<file path="config.mk">
export PLATFORM = sky130hd
export DESIGN_NAME = uart_rx_param
export DESIGN_NICKNAME = d
export VERILOG_FILES = /design/src/rtl/uart_rx_param.sv
export SDC_FILE = /design/constraint.sdc
export NUM_CORES = 1
export LEC_CHECK = 0
export CAP_MARGIN = 20
export CORE_ASPECT_RATIO = 1.5
export CORE_MARGIN = 3
export CORE_UTILIZATION = 27
export DETAILED_ROUTE_END_ITERATION = 8
export MAX_ROUTING_LAYER = met4
export SYNTH_ARGS = -nofsm -noshare
export SYNTH_HDL_FRONTEND = slang
export SYNTH_SLANG_ARGS = --single-unit
</file>
<file path="constraint.sdc">
create_clock -name clock -period 4.8 [get_ports clock]
set_input_delay 0.72 -clock clock [delete_from_list [all_inputs] [get_ports clock]]
set_output_delay 0.72 -clock clock [all_outputs]
set_load 0.02 [all_outputs]
</file>
<file path="src/rtl/uart_rx_param.sv">
// Parametrised RS-232 receiver: 2-flop synchroniser, 3-sample mid-bit majority vote,
// optional parity, 1/2 stop bits, and a valid/ready output with overrun reporting.
module uart_rx_param #(
  parameter int DIVIDER   = 104,
  parameter int DATA_BITS = 8,
  parameter int PARITY    = 0,
  parameter int STOP_BITS = 1
) (
  input  logic                 clock,
  input  logic                 reset_n,
  input  logic                 rx,
  output logic [DATA_BITS-1:0] rx_data,
  output logic                 rx_valid,
  input  logic                 rx_ready,
  output logic                 parity_error,
  output logic                 frame_error,
  output logic                 overrun,
  output logic                 busy
);

  localparam int            CW        = $clog2(DIVIDER);
  localparam logic [CW-1:0] CNT_LAST  = CW'(DIVIDER - 1);
  localparam logic [CW-1:0] SMP_A     = CW'(DIVIDER / 2 - 1);
  localparam logic [CW-1:0] SMP_B     = CW'(DIVIDER / 2);
  localparam logic [CW-1:0] SMP_VOTE  = CW'(DIVIDER / 2 + 1);
  localparam logic [3:0]    LAST_DATA = 4'(DATA_BITS - 1);
  localparam logic [3:0]    LAST_STOP = 4'(STOP_BITS - 1);
  localparam logic          PAR_ODD   = (PARITY == 1);

  localparam logic [2:0] S_IDLE    = 3'd0;
  localparam logic [2:0] S_START   = 3'd1;
  localparam logic [2:0] S_DATA    = 3'd2;
  localparam logic [2:0] S_PAR     = 3'd3;
  localparam logic [2:0] S_STOP    = 3'd4;
  localparam logic [2:0] S_DELIVER = 3'd5;
  localparam logic [2:0] S_BREAK   = 3'd6;

  logic                 rx_m, rx_s;
  logic [2:0]           state;
  logic [CW-1:0]        cnt;
  logic                 smp0, smp1;
  logic [3:0]           bit_idx;
  logic [DATA_BITS-1:0] shreg;
  logic                 par_err_q, frm_err_q, last_stop;
  logic                 vote, at_vote, counting, par_exp;

  assign vote     = (smp0 & smp1) | (smp0 & rx_s) | (smp1 & rx_s);
  assign counting = (state == S_START) || (state == S_DATA) ||
                    (state == S_PAR)   || (state == S_STOP);
  assign at_vote  = counting && (cnt == SMP_VOTE);
  assign par_exp  = PAR_ODD ? ~^shreg : ^shreg;
  assign busy     = (state != S_IDLE);

  always_ff @(posedge clock) begin
    if (!reset_n) begin
      rx_m         <= 1'b1;
      rx_s         <= 1'b1;
      state        <= S_IDLE;
      cnt          <= '0;
      smp0         <= 1'b1;
      smp1         <= 1'b1;
      bit_idx      <= '0;
      shreg        <= '0;
      par_err_q    <= 1'b0;
      frm_err_q    <= 1'b0;
      last_stop    <= 1'b1;
      rx_data      <= '0;
      rx_valid     <= 1'b0;
      parity_error <= 1'b0;
      frame_error  <= 1'b0;
      overrun      <= 1'b0;
    end else begin
      rx_m    <= rx;
      rx_s    <= rx_m;
      overrun <= 1'b0;
      if (rx_valid && rx_ready) rx_valid <= 1'b0;

      if (counting) begin
        cnt <= (cnt == CNT_LAST) ? '0 : cnt + 1'b1;
        if (cnt == SMP_A) smp0 <= rx_s;
        if (cnt == SMP_B) smp1 <= rx_s;
      end

      case (state)
        S_IDLE: begin
          if (!rx_s) begin
            state     <= S_START;
            cnt       <= '0;
            par_err_q <= 1'b0;
            frm_err_q <= 1'b0;
          end
        end
        S_START: begin
          if (at_vote) begin
            state   <= vote ? S_IDLE : S_DATA;
            bit_idx <= '0;
          end
        end
        S_DATA: begin
          if (at_vote) begin
            shreg <= {vote, shreg[DATA_BITS-1:1]};
            if (bit_idx == LAST_DATA) begin
              state   <= (PARITY != 0) ? S_PAR : S_STOP;
              bit_idx <= '0;
            end else begin
              bit_idx <= bit_idx + 1'b1;
            end
          end
        end
        S_PAR: begin
          if (at_vote) begin
            par_err_q <= vote ^ par_exp;
            state     <= S_STOP;
            bit_idx   <= '0;
          end
        end
        S_STOP: begin
          if (at_vote) begin
            if (!vote) frm_err_q <= 1'b1;
            if (bit_idx == LAST_STOP) begin
              state     <= S_DELIVER;
              last_stop <= vote;
            end else begin
              bit_idx <= bit_idx + 1'b1;
            end
          end
        end
        S_DELIVER: begin
          // A same-cycle accept frees the slot, so the new word loads without a bubble.
          if (!rx_valid || rx_ready) begin
            rx_data      <= shreg;
            parity_error <= par_err_q;
            frame_error  <= frm_err_q;
            rx_valid     <= 1'b1;
          end else begin
            overrun <= 1'b1;
          end
          state <= last_stop ? S_IDLE : S_BREAK;
        end
        S_BREAK: begin
          if (rx_s) state <= S_IDLE;
        end
        default: state <= S_IDLE;
      endcase
    end
  end

endmodule

</file>
# Word-level counts from Yosys, hierarchy flattened
# Cells that the tools add are included.
word_totals:
  register_bits: 41
  latch_bits: 0
  mem_bits_rw: 0
  romBits: 0
  input_bits: 4
  output_inout_bits: 13
  word_cells: 102
  mem_count: 0
classes:
  addsub: 2
  multipliers: 0
  div: 0
  n_lt_le_gt_ge: 0
  eq_ne: 22
  n_shift: 0
  muxes: 31
  n_bitwise: 6
  n_reduce_logical: 25
op_table:
  columns: ["cell", "count"]
  rows:
  - ["$mux 7", 4]
  - ["$mux 3", 9]
  - ["$eq 7x6->1 const B", 3]
  - ["$pmux 3 s7", 1]
  - ["$mux 4", 5]
  - ["$ne 2x2->1 const B", 8]
  - ["$pmux 4 s3", 1]
  - ["$reduce_and 2->1", 5]
  - ["$eq 3x3->1 const B", 3]
  - ["$mux 1", 8]
  - ["$reduce_and 8->1", 1]
  - ["$reduce_xor 8->1", 1]
  - ["$add 7x1->7 const B", 1]
  - ["$eq 7x7->1 const B", 1]
  - ["$eq 3x2->1 const B", 2]
  - ["$ne 2x1->1 const B", 3]
  - ["$reduce_and 3->1", 2]
  - ["$reduce_bool 3->1", 2]
  - ["$reduce_and 5->1", 1]
  - ["$add 4x1->4 const B", 1]
  - ["$eq 4x3->1 const B", 1]
  - ["$logic_not 4->1", 1]
  - ["$logic_or 1x1->1", 4]
  - ["$pmux 1 s2", 2]
  - ["other kinds (11)", 16]

# Longest topological paths before layout
logic_depth:
  ltp_word: 7
  ltp_mapped: 6
  mapped_depth_nobuf: 6

# Worst setup path after synthesis
# Ideal clock, no wire load.
synth_timing:
  path_kind: "reg2reg"
  from: "register cnt[3]"
  to: "register shreg[0]"
  setup_time_ns: 0.128
  t_arrival_ns: 1.615
  t_required_ns: 4.672
  slack_ns: 3.057
  stages_incl_launch_ff: 6
  path_buffers: 1
  period_less_slack_ns: 1.743
  cell_sequence: "dfxtp_1 buf_6 or3b_4 nor4_4 mux2i_1 nor2_1"
synth_via:
  elab_chain_cells: 3
synth_lines:
  columns: ["item", "line_no", "source"]
  rows:
  - ["start: declaration", "40", "logic [CW-1:0] cnt;"]
  - ["start signal: assignment", "79", "cnt <= (cnt == CNT_LAST) ? '0 : cnt + 1'b1;"]
  - ["$eq 7x6->1", "50", "assign at_vote = counting && (cnt == SMP_VOTE);"]
  - ["$logic_and 1x1->1", "50", null]
  - ["$reduce_and 2->1 (no source line)", null, null]
  - ["end signal: assignment", "101", "shreg <= {vote, shreg[DATA_BITS-1:1]};"]
  - ["end: declaration", "43", "logic [DATA_BITS-1:0] shreg;"]
# No other way between the ends.
# A chain may end at the register's enable or synchronous reset.

# Worst setup path after layout
layout_timing:
  from: "register state[0]"
  to: "output busy"
layout_via:
  elab_chain_cells: 1
layout_lines:
  columns: ["item", "line_no", "source"]
  rows:
  - ["start: declaration", "39", "logic [2:0] state;"]
  - ["start signal: assignment", "95", "state <= vote ? S_IDLE : S_DATA;"]
  - ["start signal: assignment", "103", "state <= (PARITY != 0) ? S_PAR : S_STOP;"]
  - ["start signal: assignment", "138", "state <= last_stop ? S_IDLE : S_BREAK;"]
  - ["$reduce_bool 3->1", "52", "assign busy = (state != S_IDLE);"]
  - ["end: declaration", "18", "output logic busy"]
# No other way between the ends.

==> impl_metrics.csv <==
group,metric,value,unit
timing,fin_skew,7.47,ps
final_layout,fin_cells,333,
route,drc,0,
power,power_switching_share,23.2,%
timing,finalSetupViolCount,0,
worst_setup_path,startpoint_type,"flip-flop",
synthesis,ys_seq_elements,41,
floorplanning,dieWidth,76.2,um
grt,grt_pass1_vias,1495,
clock_network,htreeDepth,2,
power,p_switching,140,uW
clock_network,postCtsSetupBuffers,0,
placed_design,post-place-ws,2060,ps
synthesis,yosysUniqueCellTypes,46,
flow_run,drv_cap,0,
synthesis,yosysTopAreaCellShare,41.2,%
grt,antenna_found_initial,0,
synthesis,ys.flop_type,"dfxtp_1",
outcome,status,"finished, final reports clean",
timing,slew_violations,0,
power,p_per_area,260,nW/um^2
synthesis,synth_area_leaders,"dfxtp_1, mux2i_1, nor2_1, ha_1, xnor2_1",
power,intPower,466,uW
final_layout,drive_gt1_share,6.36,%
worst_setup_path,path_class,"reg -> out",
worst_setup_path,cp.arrival,1940,ps
synthesis,synth-async-reset-ratio,0,%
worst_setup_path,crit_path_max_fanout,15,
worst_setup_path,critPathMaxStageDelay,650,ps
worst_setup_path,required,4080,ps
clock_network,path_clk_slew,80,ps
synthesis,synth_nets,231,
power,power_frac_seq,56.8,%
worst_setup_path,worstPathCellList,"or3_1 -> clkdlybuf4s50_1",
placed_design,dpl.hpwl,2.85,mm
route,wl_per_cell,12.2,um
placed_design,port_buffers,16,
floorplanning,core,7040,um^2
route,vias,1555,
clock_network,clk_latency,290,ps
power,combPwrFrac,3.4,%
worst_setup_path,critical_path.slowest_cell,"dfxtp_1",
route,drt_pass1_iterations,4,
grt,grt_max_degree,25,
grt,grt_pass1_wl,7.02,mm
route,ant_nets,0,
synthesis,synth_top_area_cell,"dfxtp_1",
worst_setup_path,cp-end-kind,"primary output",
timing,tns,0,ps
timing,period_minus_slack,2660,ps
clock_network,max-clock-path-buffers,2,
timing,whs,410,ps
floorplanning,die_h,111,um
synthesis,syn_inst,222,
final_layout,fin_util,33.1,%
final_layout,final_nets,244,
timing,finalWorstSetupSlack,2140,ps
floorplanning,rows,37,
clock_network,cts_hold_buffers,0,
power,p_clk_share,39.7,%
synthesis,synth.most_common_cell,"dfxtp_1",
synthesis,synth.yosys.seq_area_share,41.2,%
final_layout,diodes,0,
timing,fmax,376,MHz
clock_network,post_cts_resized,0,
route,drt-initial-drc-count,81,
clock_network,cts_inserted_buffers,5,
timing,worstMarginPinSlew,692,ps
timing,maxSlewHeadroom,53.5,%
placed_design,place_congestion,0.805,
placed_design,placed_cells,324,
hold_path,hold_class,"reg -> reg",
grt,grt.overflow.total,0,
final_layout,area_delta_synth_final,16.8,%
grt,globalRouteTotalUtil,10.3,%
clock_network,root_buffer,"clkbuf_8",
clock_network,clock-sinks,41,
synthesis,avgSynthCellArea,8.98,um^2
route,vias_per_cell,4.67,
clock_network,cts_tree,"done",
synthesis,netlist_area,1990,um^2
synthesis,synth_edf_count,0,
synthesis,yosysWarnings,0,
synthesis,synth_common_cells,"dfxtp_1, nor2_1, mux2i_1",
floorplanning,floorplan.initialDensity,28.3,%
timing,rsz0062_at_grt,"false",
route,routed_wl,4.05,mm
timing,min_period_over_period,55.4,%
power,power.leakage,0.000746,uW
floorplanning,die_area,8480,um^2
power,peakVddDrop,0.142,mV
timing,hold_viol_final,0,
floorplanning,boundaryPins,17,
power groups by stage:
stage | sequential [uW] | combinational [uW] | clock [uW]
3_3_place_gp | 353 | 21.1 | 0
3_5_place_dp | 353 | 21.0 | 0
2_1_floorplan | 351 | 15.6 | 0
5_1_grt | 345 | 23.4 | 261
6_report | 345 | 20.9 | 241
4_1_cts | 345 | 21.1 | 251
metrics by stage:
stage | total power (uW) | cell area, um^2
2_1_floorplan | 367 | 1990
3_3_place_gp | 374 | 2220
3_5_place_dp | 374 | 2220
4_1_cts | 617 | 2320
5_1_grt | 630 | 2330
6_report | 606 | 2330
state kept, by name, indices dropped and copies added (netlist names), 3 cells and up:
register,flops
state,3
rx_data,8
cnt,7
shreg,8
bit_idx,4
cells in the final DEF, fill, tap and decap left out, types with 7 or more instances in the layout:
| cell type | Yosys | final |
|---|---|---|
| a21oi_1 | 12 | 12 |
| clkdlybuf4s50_1 | 0 | 16 |
| dfxtp_1 | 41 | 41 |
| inv_1 | 10 | 10 |
| mux2i_1 | 20 | 20 |
| nand2_1 | 12 | 12 |
| nand3_1 | 9 | 9 |
| nor2_1 | 27 | 27 |
| o21ai_0 | 10 | 10 |
| xnor2_1 | 7 | 7 |
worst max-delay path: cells and delay by family, from the launching register on:
| family | cells | cell delay [ps] |
|---|---|---|
| flops | 1 | 650 |
| buf+inv | 1 | 650 |
| simple gates | 1 | 340 |
cell type report:
| cell class | instances | area [um^2] |
|---|---|---|
| clock buffers | 6 | 82.6 |
| flip-flops and latches | 41 | 821 |
| inverters | 10 | 37.5 |
| clock inverters | 2 | 13.8 |
| multi-input cells | 160 | 1080 |
| fillers | 787 | 4710 |
| repair buffers | 17 | 171 |
| well taps | 97 | 121 |
path summary, 6_finish.rpt:
| kind | startpoint | end | slack (ps) | cells past startpoint |
|---|---|---|---|---|
| worst max register to register | state[2]$_SDFFE_PN0P_ | bit_idx[3]$_SDFFE_PN0P_ | 2740 | 4 |
| worst max-delay path | state[0]$_SDFFE_PN0P_ | busy | 2140 | 2 |
| worst min register to register | rx_m$_SDFF_PN1_ | rx_s$_SDFF_PN1_ | 410 | 1 |
| worst min-delay path | rx_m$_SDFF_PN1_ | rx_s$_SDFF_PN1_ | 410 | 1 |
cell families (layout without fill, tap and decap cells):
kind of cell	count (synthesis)	in the layout	synth area share, %
mux	20	20	10.0
simple gates	87	87	24.3
compound gates	37	37	11.2
flops	41	41	41.2
fa+ha+maj	6	6	3.64
buf+inv	21	35	4.58
xor+xnor	10	10	5.08
per-layer routing:
layer	vias to the layer above	part of all wire, %	global-route usage (%)
li1	803	-	-
met1	732	46	12.0
met2	14	50	17.3
met3	6	1.8	1.87
met4	0	2.2	4.72
met5	-	0	-
Power figures use the tool's default switching activity.
